<file path="src/rtl/bomb_game_ctrl_pkg.sv">
// Shared definitions for the bomb defusal game controller: game_state codes,
// BCD digit type and the difficulty-to-countdown preload table.
package bomb_pkg;

  typedef logic [3:0] bcd_t;

  typedef enum logic [7:0] {
    GS_IDLE     = 8'h00,
    GS_ARMED    = 8'h10,
    GS_DEFUSED  = 8'h20,
    GS_EXPLODED = 8'h30
  } game_state_e;

  // Packing is {ones, tens, hundreds}, matching what the Countdown counter loads.
  function automatic logic [11:0] init_time_for(input logic [1:0] difficulty);
    logic [11:0] t;
    case (difficulty)
      2'd0:    t = 12'h003;
      2'd1:    t = 12'h081;
      2'd2:    t = 12'h090;
      default: t = 12'h540;
    endcase
    return t;
  endfunction

endpackage

</file>
<file path="src/rtl/bomb_game_ctrl_if.sv">
// Board-side signal bundle of the game controller; master is the controller,
// slave is the board (buttons, puzzle modules, countdown counter).
interface bomb_game_ctrl_if #(
  parameter int NUM_MODULES = 4
);
  import bomb_pkg::*;

  logic                   start;
  logic [1:0]             difficulty;
  logic [NUM_MODULES-1:0] module_done;
  logic                   strike;
  bcd_t                   value_three;
  bcd_t                   value_two;
  bcd_t                   value_one;
  logic [7:0]             game_state;
  logic [11:0]            init_time;
  logic [1:0]             strike_count;
  logic [11:0]            final_time;
  logic                   strike_flash;

  modport master (
    input  start, difficulty, module_done, strike, value_three, value_two, value_one,
    output game_state, init_time, strike_count, final_time, strike_flash
  );

  modport slave (
    output start, difficulty, module_done, strike, value_three, value_two, value_one,
    input  game_state, init_time, strike_count, final_time, strike_flash
  );

endinterface

</file>
<file path="src/rtl/bomb_game_ctrl_strike_flash_timer.sv">
// Loadable down-counter: strike_flash stays high for FLASH_CYCLES cycles after
// the most recent load; a new load restarts the full pulse.
module strike_flash_timer #(
  parameter int FLASH_CYCLES = 25000000
) (
  input  logic clk,
  input  logic reset,
  input  logic load,
  output logic strike_flash
);
  localparam int CW = (FLASH_CYCLES < 1) ? 1 : $clog2(FLASH_CYCLES + 1);

  logic [CW-1:0] cnt_q;

  always_ff @(posedge clk or negedge reset) begin
    if (!reset)
      cnt_q <= '0;
    else if (load)
      cnt_q <= CW'(FLASH_CYCLES);
    else if (cnt_q != '0)
      cnt_q <= cnt_q - CW'(1);
  end

  assign strike_flash = (cnt_q != '0);

endmodule

</file>
<file path="src/rtl/bomb_game_ctrl.sv">
// Game sequencer: arms the countdown, tracks strikes and module completion,
// decides defuse vs. explosion and freezes the final time for the end screen.
//
// state       | meaning
// GS_IDLE     | waiting for start; init_time follows difficulty
// GS_ARMED    | countdown running; strikes and module_done watched
// GS_DEFUSED  | all modules solved; final_time frozen
// GS_EXPLODED | timeout or fatal strike; final_time frozen
module bomb_game_ctrl
  import bomb_pkg::*;
#(
  parameter int NUM_MODULES  = 4,
  parameter int MAX_STRIKES  = 3,
  parameter int ARM_GUARD    = 2,
  parameter int FLASH_CYCLES = 25000000
) (
  input logic             clk,
  input logic             reset,
  bomb_game_ctrl_if.master bus
);
  localparam int                     GW       = (ARM_GUARD < 1) ? 1 : $clog2(ARM_GUARD + 1);
  localparam logic [NUM_MODULES-1:0] ALL_DONE = '1;

  game_state_e   state_q, state_d;
  logic          start_q;
  logic [GW-1:0] guard_q, guard_d;
  logic [1:0]    count_q, count_d;
  logic [11:0]   final_q, final_d;
  logic [11:0]   init_q, init_d;
  logic          flash_load;

  logic start_edge, timeout, fatal, explode, defuse;

  assign start_edge = bus.start & ~start_q;
  assign timeout    = (guard_q == '0) &&
                      ({bus.value_three, bus.value_two, bus.value_one} == 12'h000);
  assign fatal      = bus.strike && (count_q == 2'(MAX_STRIKES - 1));
  assign explode    = timeout || fatal;
  assign defuse     = (bus.module_done == ALL_DONE);

  always_ff @(posedge clk or negedge reset) begin
    if (!reset) begin
      state_q <= GS_IDLE;
      start_q <= 1'b0;
      guard_q <= '0;
      count_q <= 2'd0;
      final_q <= 12'h000;
      init_q  <= 12'h003;
    end else begin
      state_q <= state_d;
      start_q <= bus.start;
      guard_q <= guard_d;
      count_q <= count_d;
      final_q <= final_d;
      init_q  <= init_d;
    end
  end

  always_comb begin
    state_d = state_q;
    unique case (state_q)
      GS_IDLE:  if (start_edge) state_d = GS_ARMED;
      GS_ARMED: begin
        if (explode)     state_d = GS_EXPLODED;
        else if (defuse) state_d = GS_DEFUSED;
      end
      default:  if (start_edge) state_d = GS_IDLE;
    endcase
  end

  always_comb begin
    guard_d    = guard_q;
    count_d    = count_q;
    final_d    = final_q;
    init_d     = init_q;
    flash_load = 1'b0;
    unique case (state_q)
      GS_IDLE: begin
        init_d = init_time_for(bus.difficulty);
        if (start_edge) begin
          count_d = 2'd0;
          guard_d = GW'(ARM_GUARD);
        end
      end
      GS_ARMED: begin
        if (guard_q != '0) guard_d = guard_q - GW'(1);
        // The fatal strike still flashes but is not counted.
        flash_load = bus.strike;
        if (bus.strike && !fatal && (count_q < 2'(MAX_STRIKES)))
          count_d = count_q + 2'd1;
        if (explode || defuse)
          final_d = {bus.value_one, bus.value_two, bus.value_three};
      end
      default: ;
    endcase
  end

  strike_flash_timer #(
    .FLASH_CYCLES(FLASH_CYCLES)
  ) u_flash (
    .clk         (clk),
    .reset       (reset),
    .load        (flash_load),
    .strike_flash(bus.strike_flash)
  );

  assign bus.game_state   = state_q;
  assign bus.init_time    = init_q;
  assign bus.strike_count = count_q;
  assign bus.final_time   = final_q;

endmodule

</file>
<file path="src/flat_wrapper.sv">
// flat-port wrapper written by rule: the top's interface ports become plain ports
module bomb_game_ctrl_flat import bomb_pkg::*;
#(
  parameter int NUM_MODULES  = 4,
  parameter int MAX_STRIKES  = 3,
  parameter int ARM_GUARD    = 2,
  parameter int FLASH_CYCLES = 25000000
)
  (clk, reset, bus_start, bus_difficulty, bus_module_done, bus_strike, bus_value_three, bus_value_two, bus_value_one, bus_game_state, bus_init_time, bus_strike_count, bus_final_time, bus_strike_flash);
  bomb_game_ctrl_if #(.NUM_MODULES(NUM_MODULES)) bus_i ();
  input logic clk;
  input logic reset;
  input wire logic [$bits(bus_i.start)-1:0] bus_start;
  input wire logic [$bits(bus_i.difficulty)-1:0] bus_difficulty;
  input wire logic [$bits(bus_i.module_done)-1:0] bus_module_done;
  input wire logic [$bits(bus_i.strike)-1:0] bus_strike;
  input wire logic [$bits(bus_i.value_three)-1:0] bus_value_three;
  input wire logic [$bits(bus_i.value_two)-1:0] bus_value_two;
  input wire logic [$bits(bus_i.value_one)-1:0] bus_value_one;
  output wire logic [$bits(bus_i.game_state)-1:0] bus_game_state;
  output wire logic [$bits(bus_i.init_time)-1:0] bus_init_time;
  output wire logic [$bits(bus_i.strike_count)-1:0] bus_strike_count;
  output wire logic [$bits(bus_i.final_time)-1:0] bus_final_time;
  output wire logic [$bits(bus_i.strike_flash)-1:0] bus_strike_flash;
  assign bus_i.start = bus_start;
  assign bus_i.difficulty = bus_difficulty;
  assign bus_i.module_done = bus_module_done;
  assign bus_i.strike = bus_strike;
  assign bus_i.value_three = bus_value_three;
  assign bus_i.value_two = bus_value_two;
  assign bus_i.value_one = bus_value_one;
  assign bus_game_state = bus_i.game_state;
  assign bus_init_time = bus_i.init_time;
  assign bus_strike_count = bus_i.strike_count;
  assign bus_final_time = bus_i.final_time;
  assign bus_strike_flash = bus_i.strike_flash;
  bomb_game_ctrl #(.NUM_MODULES(NUM_MODULES), .MAX_STRIKES(MAX_STRIKES), .ARM_GUARD(ARM_GUARD), .FLASH_CYCLES(FLASH_CYCLES)) u_core (.clk(clk), .reset(reset), .bus(bus_i));
endmodule
</file>
<file path="config.mk">
export PLATFORM = sky130hd
export DESIGN_NAME = bomb_game_ctrl_flat
export DESIGN_NICKNAME = d
export VERILOG_FILES = /design/src/rtl/bomb_game_ctrl_pkg.sv /design/src/rtl/bomb_game_ctrl_if.sv /design/src/rtl/bomb_game_ctrl_strike_flash_timer.sv /design/src/rtl/bomb_game_ctrl.sv /design/src/flat_wrapper.sv
export SDC_FILE = /design/constraint.sdc
export NUM_CORES = 1
export LEC_CHECK = 0
export CORE_UTILIZATION = 51
export CTS_CLUSTER_SIZE = 28
export DETAILED_ROUTE_END_ITERATION = 8
export PLACE_DENSITY_LB_ADDON = 0.15
export SYNTH_ARGS = -nofsm -noshare
export SYNTH_HDL_FRONTEND = slang
export SYNTH_HIERARCHICAL = 1
export SYNTH_SLANG_ARGS = --single-unit
</file>
<file path="constraint.sdc">
create_clock -name clk -period 2.3 [get_ports clk]
set_input_delay 0.345 -clock clk [delete_from_list [all_inputs] [get_ports clk]]
set_output_delay 0.345 -clock clk [all_outputs]
set_load 0.02 [all_outputs]
</file>
[After elaboration in Yosys (flattened, before gate mapping)]
Index checks and enable logic that the tools add are counted.
Storage, ports and cells
  bits in registers: 62
  bits in latches: 0
  memory bits (writable): 0
  ROM bits: 0
  bits of input ports: 22
  output and inout bits: 35
  logic and storage cells: 57
  memories kept: 0
Operators by class
  $add $sub $neg: 3
  multiply operators: 0
  divide/modulo/power cells: 0
  order comparisons: 1
  equal/unequal tests: 9
  shift-type cells: 0
  muxes and demuxes: 15
  bitwise operators: 2
  reduce and logical (&&, ||, !) cells: 20
Operators by type and width (count)
  two-way mux 25 bit: 2
  case mux 11 bit (3 select lines): 1
  two-way mux 8 bit: 4
  nonzero test 25 bit: 1
  subtractor 25 x 1 -> 25 bit, second input constant: 1
  case mux 8 bit (2 select lines): 1
  zero test 12 bit: 1
  AND reduction 3 bit: 3
  equality test 8 x 5 -> 1 bit, second input constant: 1
  zero test 8 bit: 1
  two-way mux 2 bit: 4
  case mux 2 bit (2 select lines): 2
  nonzero test 2 bit: 4
  inequality test 2 x 1 -> 1 bit, second input constant: 3
  equality test 2 bit, second input constant: 2
  equality test 4 bit, second input constant: 1
  logical AND 1 bit: 4
  zero test 2 bit: 2
  inequality test 3 x 1 -> 1 bit, second input constant: 1
  adder 2 x 1 -> 2 bit, second input constant: 1
  equality test 2 x 1 -> 1 bit, second input constant: 1
  logical OR 1 bit: 2
  < comparator 2 bit, second input constant: 1
  AND reduction 2 bit: 1
  5 further kinds: 5

[Longest topological paths before layout]
  depth in word-level cells: 7
  gate-level depth with buffers: 8
  gate-level depth less buffers: 8

[By module]
Netlist, hierarchy kept.
By module, submodules not included
  strike_flash_timer: times used 1, cells an instance 142, area an instance 1476.4 um^2, seq. area each 625.6 um^2
  bomb_game_ctrl: times used 1, cells an instance 106, area an instance 1273.7 um^2, seq. area each 603.1 um^2

[Worst setup path after synthesis]
Ideal clock, no wire load.
  kind: flip-flop to output port
  from: reg u_core.u_flash.cnt_q[0]
  to: out bus_strike_flash
  arrival: 1555 ps
  data required time: 1955 ps
  setup slack: 400 ps
  stages on the path, launching flop included: 7
  path buffers: 0
  cells stage by stage: dfrtp_1 inv_1 ha_1 nor4b_1 nand2_1 nor2_4 inv_2
Between the ends
  cells in the longest elaborated chain, start to end: 1
Ends and longest elaborated chain
  start, declared: line bomb_game_ctrl_strike_flash_timer.sv:13  | logic [CW-1:0] cnt_q;
  start signal, assigned: line bomb_game_ctrl_strike_flash_timer.sv:19  | cnt_q <= CW'(FLASH_CYCLES);
  start signal, assigned: line bomb_game_ctrl_strike_flash_timer.sv:21  | cnt_q <= cnt_q - CW'(1);
  nonzero test 25 bit: line bomb_game_ctrl_strike_flash_timer.sv:24  | assign strike_flash = (cnt_q != '0);
  end, declared: line flat_wrapper.sv:24  | output wire logic [$bits(bus_i.strike_flash)-1:0] bus_strike_flash;
Every way passes these cells.

[Worst setup path in the final report]
  from: reg u_core.u_flash.cnt_q[22]
  to: out bus_strike_flash
Same word-level chain as after synthesis.

==> results.toml <==
[outcome]
status = "complete, no violations"

[routing]
vias = 1977
drt_first_pass_iters = 4
antenna_left = 0
viasPerCell = 5.26
routed_wl_mm = 5.35
drc = 0
drtIter0Drc = 41
wl_per_cell_um = 14.2

[placed_design]
portBuffers = 45
dpl_cell_area_um2 = 3290
place.gp.congestion = 0.828
hpwl_mm = 4.00

[global_route]
grt_pass1_wl_mm = 8.77
grt_usage = 0.208
grt_max_degree = 30
grt_pass1_vias = 1944
grt_overflow = 0
antenna_found_initial = 0

[clock_tree]
ctsHtreeMaxLevel = 2
path_clk_slew_ns = 0.09
ctsHoldBuffers = 0
cts_setup_buffers = 0
cts_root_buf = "clkbuf_8"
clock_sinks = 49
clk_latency_ns = 0.31
cts_tree = "done"
cts_made_buffers = 5
clockBufferDepth = 2

[logic_synthesis]
netlist.area_leader.share = 0.428
synth_edf_count = 0
syn_inst = 248
synth.distinct_cells = 58
synth_ff_type = "dfrtp_1"
yosysSeqAreaShare = 0.447
synth_area_per_cell_um2 = 11.1
yosysMostFrequentCell = "dfrtp_1"
synthTopCellsByCount = "47 x dfrtp_1, 23 x nor2_1, 13 x buf_4"
synth-async-reset-ratio = 1.00
yosysTopAreaCell = "dfrtp_1"
synth_area_leaders = "dfrtp_1 43%, mux2_4 4.9%, ha_1 4.5%, buf_4 3.5%, mux2_2 3.3%"
synth_area_um2 = 2750
synth_warnings = 6
synth-seq-cells = 49

[setup_path]
critical_path_class = "flop to output port"
required_ns = 1.96
cp-start-kind = "flop"
endpoint_kind = "output port"
crit_fanout = 4
cp_slowest_cell = "dfrtp_1"
worstPathCellList = "nor4_4 > nand4_2 > nor2_4 > inv_2 > dlygate4sd2_1"
max_stage_delay_ns = 0.45
critPathArrivalTime_ns = 1.88

[power_and_ir_drop]
switching_share = 0.378
powerDensity_nw_per_um2 = 1140
power_switching_mw = 1.47
p_int_mw = 2.42
p_seq_frac = 0.368
p_leak_nw = 1.39
vdd_ir_drop_max_v = 0.000714
comb_power_share = 0.487
pwr-share-clk = 0.145

[sta]
final-hold-violation-count = 0
setup_violations = 0
finalCriticalPeriod_ns = 2.23
skew_ns = 0.00608
rsz0062_at_grt = "false"
period_share = 0.969
timing.setup.tns_ns = 0
maxSlewViolCount = 0
max_freq_mhz = 449
max_slew_margin = 0.477
worst_pin_slew_ns = 0.785

[die]
coreArea_um2 = 5140
die_w_um = 75.4
die_area_um2 = 5690
initial_core_util = 0.535
num_rows = 26
die_h_um = 75.4
boundaryPins = 57

[cells_and_area]
final-seq-area_um2 = 1230
nFillCells = 433
drive_gt1_frac = 0.216
multi_input_area_um2 = 1410
area.growth.synth_to_final_pct = 24.3
nets = 337
antennaDiodeCount = 0
fin_area_um2 = 3420

[hold_path]
min-delay-path-class = "primary input to asynchronous set/reset pin"

[run]
maxCapViolCount = 0
## flip-flops by register name, indices dropped and copies added, names as in the netlist
name,count
u_core/u_flash/cnt_q,25
u_core/bus.final_time,12
u_core/bus.init_time,5
u_core/bus.game_state,2
u_core/bus.strike_count,2
u_core/guard_q,2
u_core/start_q,1
## power groups by stage
| stage | clock [mW] | sequential [mW] | combinational, mW |
|---|---|---|---|
| 2_1_floorplan | 0 | 1.63 | 1.00 |
| 3_3_place_gp | 0 | 1.43 | 1.86 |
| 3_5_place_dp | 0 | 1.44 | 1.90 |
| 4_1_cts | 0.579 | 1.43 | 1.91 |
| 5_1_grt | 0.610 | 1.48 | 2.07 |
| 6_report | 0.565 | 1.43 | 1.90 |
## metrics by stage
step	setup slack, ns	util	power, mW	hold WS, ns	cells
after floorplan	0.400	-	2.63	0.0494	258
after global placement	0.0452	0.640	3.30	0.398	368
after detailed placement	0.0146	0.640	3.34	0.390	368
after CTS	0.0232	0.664	3.92	0.0540	376
after global routing	0.000847	0.665	4.16	0.0773	376
final	0.0708	0.665	3.89	0.0351	376
## layout make-up
cell class	instances	share of cell area
multi-input combinational	178	0.412
clock inverter	1	0.00146
tap	70	0.0256
inverter	12	0.0132
timing repair buffer	59	0.161
clock buffer	7	0.0282
sequential	49	0.359
## final timing paths
kind                                                from                        to  slack, ns  cells past startpoint
worst min register to register  u_core/bus.final_time[7]  u_core/bus.final_time[7]       0.51                      1
worst min-delay path                               reset   u_core/u_flash/cnt_q[4]       0.04                      1
max in group asynchronous                          reset  u_core/u_flash/cnt_q[23]       1.66                      2
worst max-delay path            u_core/u_flash/cnt_q[22]          bus_strike_flash       0.07                      5
min in group clk                               bus_start            u_core/start_q       0.49                      1
worst max register to register         u_core/guard_q[0]  u_core/bus.final_time[8]       0.16                      6
## cells by family (layout without fill, tap and decap cells)
| logic type | Yosys count | after routing | synth area share |
|---|---|---|---|
| muxes | 20 | 20 | 0.0928 |
| other | 1 | 11 | 0.00136 |
| buffers and inverters | 31 | 79 | 0.0660 |
| DFF | 49 | 49 | 0.447 |
| and+or+nand+nor | 88 | 88 | 0.209 |
| xor gates and xnor gates | 13 | 13 | 0.0414 |
| AOI/OAI and AO/OA | 36 | 36 | 0.0969 |
| adders and majority gates | 10 | 10 | 0.0455 |
## critical path: cells and delay by family (launching register included)
family | cells | cell delay [ns]
simple gates | 3 | 0.74
flops | 1 | 0.45
buf+inv | 2 | 0.38
## repair_timing
action / in CTS / in global routing
pin swaps: 0 / 1
gates resized for setup: 4 / 2
endpoints found under the setup margin: 1 / 1
endpoints found under the hold margin: 0 / 0
## per-layer routing
layer | track usage | vias to the layer above | routed length [µm]
met1 | 0.268 | 962 | 2490
met5 | 0 | - | 0
met4 | 0.0741 | 0 | 85
li1 | - | 972 | -
met2 | 0.337 | 36 | 2550
met3 | 0.0569 | 7 | 233
## cells in the final DEF, fill, tap and decap left out, drive strengths merged, types with 4 or more instances in the layout
cell,count
dfrtp,47
clkdlybuf4s50,43
nor2,24
mux2,17
buf,15
o21ai,14
nand2,13
conb,11
inv,11
nor4,11
ha,10
xor2,8
clkbuf,7
nor2b,5
nor3,5
nand3,5
a21oi,5
xnor2,5
o211ai,5
or3,4
nand4,4
nor4b,4
(Power assumes the default switching activity.)
==> RTL change 1, RTL diff (same flow settings) <==
Make the reset (`reset`) synchronous in 2 clocked blocks.
--- a/src/rtl/bomb_game_ctrl_strike_flash_timer.sv
+++ b/src/rtl/bomb_game_ctrl_strike_flash_timer.sv
@@ -13,5 +13,5 @@
   logic [CW-1:0] cnt_q;
 
-  always_ff @(posedge clk or negedge reset) begin
+  always_ff @(posedge clk) begin
     if (!reset)
       cnt_q <= '0;
--- a/src/rtl/bomb_game_ctrl.sv
+++ b/src/rtl/bomb_game_ctrl.sv
@@ -39,5 +39,5 @@
   assign defuse     = (bus.module_done == ALL_DONE);
 
-  always_ff @(posedge clk or negedge reset) begin
+  always_ff @(posedge clk) begin
     if (!reset) begin
       state_q <= GS_IDLE;
Behaviour: differs if reset is asserted again (counterexample within 4 cycles, from zero or initial values and one cycle with reset low); with reset held inactive, the same outputs for 10 cycles.
==> RTL change 1 against the unedited design <==
Fmax is 2.9% higher; sequential power is 17% lower; critical path type unchanged; synthesized cell count is 20% higher; combinational power is 21% lower; sequential cell count stayed put; worst hold slack better by 430 ps; critical path depth stayed put; cell area is 5.3% lower; highest routed layer unchanged; setup slack better by 64 ps; synthesized area is 6.2% lower; power is 15% lower; clock skew is 0.89 ps higher; via count is 10% higher; routed wire length is 0.62% lower.
==> RTL change 1: results (changes against the unedited design) <==
* Worst min path class: reg -> reg (was in -> async)
* H-tree depth at 2 (unchanged)
* CP peak stage delay at 560 ps (was 450 ps)
* Drt first pass iters at 4 (unchanged)
* Root Buffer: clkbuf_8 (unchanged)
* Vias in the first global route at 2062 (was 1944)
* Mux cell area share after synthesis at 5.82% (was 9.28%)
* VDD IR max at 0.000505 V (was 0.000714 V)
* Gr usage total at 21.8% (was 20.8%)
* Pin count of the biggest net entering global routing at 38 (was 30)
* Compound-Gate Fraction of Synth Area at 12.7% (was 9.69%)
* Fill count at 401 (was 433)
* Critical Path AT at 1820 ps (was 1880 ps)
* Num CTS Buffers at 5 (unchanged)
* Reg clk slew, reported paths at 90 ps (about the same)
* Finished Layout Cells at 419 (was 376)
* Initial antenna violation count at 0 (unchanged)
* Number of flip-flops under the largest register name at 25 (unchanged)
* Worst clock skew at 6.97 ps (was 6.08 ps)
* Layout cells sized above 1 at 9.94% (was 21.6%)
* CP max stage cell: or4_1 (was dfrtp_1)
* Top post-synthesis cells by count: dfxtp_1 (49), nand2_1 (39), nor2_1 (24) (was dfrtp_1 (47), nor2_1 (23), buf_4 (13))
* Final GP Congestion at 0.821 (was 0.828)
* DR iter-0 viols at 97 (was 41)
* Synth area leaders: dfxtp_1 (38%), mux2i_1 (5.8%), nand2_1 (5.7%) (was dfrtp_1 (43%), mux2_4 (4.9%), ha_1 (4.5%))
* Post-synthesis sequential area ratio at 38.0% (was 44.7%)
* XOR/XNOR share of the synthesized area at 5.77% (was 4.14%)
* Dpl hpwl at 3.75 mm (was 4.00 mm)
* Mean Syn Cell Area at 8.65 um^2 (was 11.1 um^2)
* Share of synthesized registers carrying an async set or reset at 0% (was 100%)
* Synth cell types at 47 (was 58)
* Synth Flop Type: dfxtp_1 (was dfrtp_1)
* Dpl cell area at 3130 um^2 (was 3290 um^2)
* Vias per inst at 5.21 (was 5.26)
* Clk buf depth at 2 (unchanged)
* Static leakage at 1.25 nW (was 1.39 nW)
* Post-Synth Adder-Cell Area at 4.37% (was 4.55%)
* Worst skew pair latency at 310 ps (about the same)
* Routed WL at 5.32 mm (was 5.35 mm)
* Ant diodes at 0 (unchanged)
* PortBufs at 45 (unchanged)
* Max FO, Critical Path at 3 (was 4)
* Status: finished clean (unchanged)
* Final net count at 383 (was 337)
* Pre-CTS setup slack at 91.4 ps (was 14.6 ps)
* Yosys warnings at 6 (unchanged)
* Global-route wire length before repair at 8.97 mm (was 8.77 mm)
* Biggest register: u_core/u_flash/cnt_q (unchanged)
* Cells after DPL at 412 (was 368)
==> RTL change 1: changes by cell type after synthesis, sizes merged, moves of 4 or more <==
cell and delta:
dfxtp +49, dfrtp -47, nand2 +26, mux2 -17
o21a +13, mux2i +12, clkbuf +7, nor3 +5
xnor2 +5, a21boi +4
==> RTL change 1: where the power goes <==
group,switching (mW),internal [mW]
logic,0.778,0.731
clock network,0.296,0.322
registers,0.172,1.02
==> RTL change 1: worst max-delay path: cells and delay by family, from the launching register on <==
family | cells | cell delay [ps]
buffers and inverters | 2 | 230
DFF | 1 | 330
and+or+nand+nor | 3 | 960
==> RTL change 1: layout make-up <==
type | count | area, um^2 | area share (%)
well taps | 67 | 83.8 | 2.59
flip-flops and latches | 49 | 981 | 30.3
multi-input cells | 223 | 1430 | 44.1
repair buffers | 65 | 608 | 18.8
inverters | 8 | 30.0 | 0.928
clock buffers | 5 | 68.8 | 2.13
clock inverters | 2 | 38.8 | 1.20
==> RTL change 1: worst paths after layout <==
check / cells after the start / slack, ps / start / end
min reg2reg: 2 / 460 / u_core/bus.final_time[7] / u_core/bus.final_time[7]
max reg2reg: 6 / 150 / u_core/u_flash/cnt_q[15] / u_core/u_flash/cnt_q[24]
min: 2 / 460 / u_core/bus.final_time[7] / u_core/bus.final_time[7]
max: 5 / 130 / u_core/u_flash/cnt_q[15] / bus_strike_flash
==> RTL change 1: layer usage <==
metal / global-route usage [%] / up-vias / part of all wire (%)
met5: 0 / - / 0
met4: 8.06 / 0 / 1.7
met3: 6.91 / 8 / 5.6
met2: 35.7 / 54 / 48
met1: 26.8 / 1002 / 44
li1: - / 1117 / -
==> RTL change 1: what timing repair did <==
item / 4_1_cts / 5_1_grt
gates cloned: 0 / 0
setup buffers: 0 / 0
endpoints found under the setup margin: 1 / 1
gates resized for setup: 3 / 2
==> RTL change 2, RTL diff (config.mk and constraints unchanged) <==
Without the edit above. `NUM_MODULES` is set to 4 in 3 places; all go to 5.
--- a/src/rtl/bomb_game_ctrl_if.sv
+++ b/src/rtl/bomb_game_ctrl_if.sv
@@ -2,5 +2,5 @@
 // slave is the board (buttons, puzzle modules, countdown counter).
 interface bomb_game_ctrl_if #(
-  parameter int NUM_MODULES = 4
+  parameter int NUM_MODULES = 5
 );
   import bomb_pkg::*;
--- a/src/rtl/bomb_game_ctrl.sv
+++ b/src/rtl/bomb_game_ctrl.sv
@@ -10,5 +10,5 @@
   import bomb_pkg::*;
 #(
-  parameter int NUM_MODULES  = 4,
+  parameter int NUM_MODULES  = 5,
   parameter int MAX_STRIKES  = 3,
   parameter int ARM_GUARD    = 2,
--- a/src/flat_wrapper.sv
+++ b/src/flat_wrapper.sv
@@ -2,5 +2,5 @@
 module bomb_game_ctrl_flat import bomb_pkg::*;
 #(
-  parameter int NUM_MODULES  = 4,
+  parameter int NUM_MODULES  = 5,
   parameter int MAX_STRIKES  = 3,
   parameter int ARM_GUARD    = 2,
Ports: changed (resized bus_module_done); port bits go from 57 to 58. No check against the original RTL was run, so the function may have changed too.
==> RTL change 2 against the unedited design <==
First-iteration DRC count grew 110%; clock power increased by 14%; routed wire length increased by 4.6%; sequential cell count unchanged; synthesized area is 0.64% higher; setup slack better by 68 ps; power increased by 1.3%; non-clock buffer count rose by 6; register-to-register slack barely moved; clock skew is 4.4 ps higher; cell area is 2.9% higher; critical path type unchanged; largest power group unchanged; highest routed layer unchanged.
==> RTL change 2: results (changes against the unedited design) <==
* Worst Tran Pin Value at 782 ps (was 785 ps)
* Worst clock skew at 10.5 ps (was 6.08 ps)
* Post-synthesis sequential area ratio at 44.4% (was 44.7%)
* Dpl hpwl at 4.07 mm (was 4.00 mm)
* Top post-synthesis cells by count: dfrtp_1 (47), nor2_1 (21), nand2_1 (14) (was dfrtp_1 (47), nor2_1 (23), buf_4 (13))
* R2R Setup Slk at 160 ps (about the same)
* Final worst slack at 139 ps (was 70.8 ps)
* Mux cell area share after synthesis at 9.22% (was 9.28%)
* Status: finished clean (unchanged)
* VDD IR max at 0.000713 V (was 0.000714 V)
* DR iter-0 viols at 88 (was 41)
* CP peak stage delay at 410 ps (was 450 ps)
* Pre-CTS setup slack at 23.3 ps (was 14.6 ps)
* Biggest register: u_core/u_flash/cnt_q (unchanged)
* Post-Synth Adder-Cell Area at 4.52% (was 4.55%)
* Static leakage at 1.41 nW (was 1.39 nW)
* Synth area leaders: dfrtp_1 (42%), mux2_4 (4.9%), ha_1 (4.5%) (was dfrtp_1 (43%), mux2_4 (4.9%), ha_1 (4.5%))
* Pin count of the biggest net entering global routing at 36 (was 30)
* Share of synthesized registers carrying an async set or reset at 100% (unchanged)
* XOR/XNOR share of the synthesized area at 4.11% (was 4.14%)
* Vias per inst at 5.33 (was 5.26)
* PortBufs at 46 (was 45)
* FF-to-FF End: u_core/bus.final_time[7] (was u_core/bus.final_time[8])
* Layout cells sized above 1 at 23.4% (was 21.6%)
* CP Launch Point: u_core/u_flash/cnt_q[14] (was u_core/u_flash/cnt_q[22])
* H-tree depth at 2 (unchanged)
* Final net count at 344 (was 337)
* Worst setup endpoint: bus_strike_flash (unchanged)
* Drt wl/cell at 14.6 um (was 14.2 um)
* Critical Path AT at 1820 ps (was 1880 ps)
* Vias in the first global route at 2043 (was 1944)
* CP max stage cell: dfrtp_1 (unchanged)
* Compound-Gate Fraction of Synth Area at 10.4% (was 9.69%)
* P_sw at 1.45 mW (was 1.47 mW)
* Final GP Congestion at 0.821 (was 0.828)
* Global-route wire length before repair at 9.23 mm (was 8.77 mm)
* FF-to-FF path depth at 7 (was 6)
* Gr usage total at 21.5% (was 20.8%)
-- RTL change 2: power by group through the flow --
stage	Combinational, mW	Clock (mW)	Sequential [mW]
2_1_floorplan	0.958	0	1.61
3_3_place_gp	1.85	0	1.41
3_5_place_dp	1.88	0	1.41
4_1_cts	1.90	0.660	1.40
5_1_grt	2.05	0.694	1.44
6_report	1.89	0.646	1.40
-- RTL change 2: area by class of cell --
| type | count | area (um^2) |
|---|---|---|
| Fill cell | 403 | 1660 |
| Multi-Input combinational cell | 178 | 1430 |
| Sequential cell | 49 | 1230 |
| Timing Repair Buffer | 65 | 609 |
| Tap cell | 70 | 87.6 |
| Clock buffer | 7 | 86.3 |
| Inverter | 12 | 45.0 |
| Clock inverter | 1 | 30.0 |
-- RTL change 2: what timing repair did --
action | in CTS | in global routing
endpoints found under the setup margin | 1 | 1
resized for setup | 5 | 2
hold buffers | 0 | 0
-- RTL change 2: worst max-delay path, delay by kind of cell (launching register included) --
kind | cells | cell delay [ps]
flip-flops | 1 | 410
buffers and inverters | 2 | 370
AND/OR/NAND/NOR | 3 | 730
-- RTL change 2: per-stage QoR --
stage / util (%) / cells / hold WS, ps / power, mW / instance area, um^2
after floorplan: - / 257 / 49.4 / 2.57 / 2810
after global placement: 65.0 / 374 / 464 / 3.26 / 3360
after detailed placement: 65.0 / 374 / 472 / 3.29 / 3360
after CTS: 67.8 / 382 / 128 / 3.96 / 3510
after global routing: 68.0 / 382 / 165 / 4.18 / 3520
final: 68.0 / 382 / 108 / 3.94 / 3520
-- RTL change 2: metal layers --
layer	global-route usage [%]	up-vias	wire [um]
met5	0	-	0
li1	-	979	-
met3	4.89	8	227
met2	37.0	46	2770
met4	6.38	0	76
met1	27.1	1003	2520
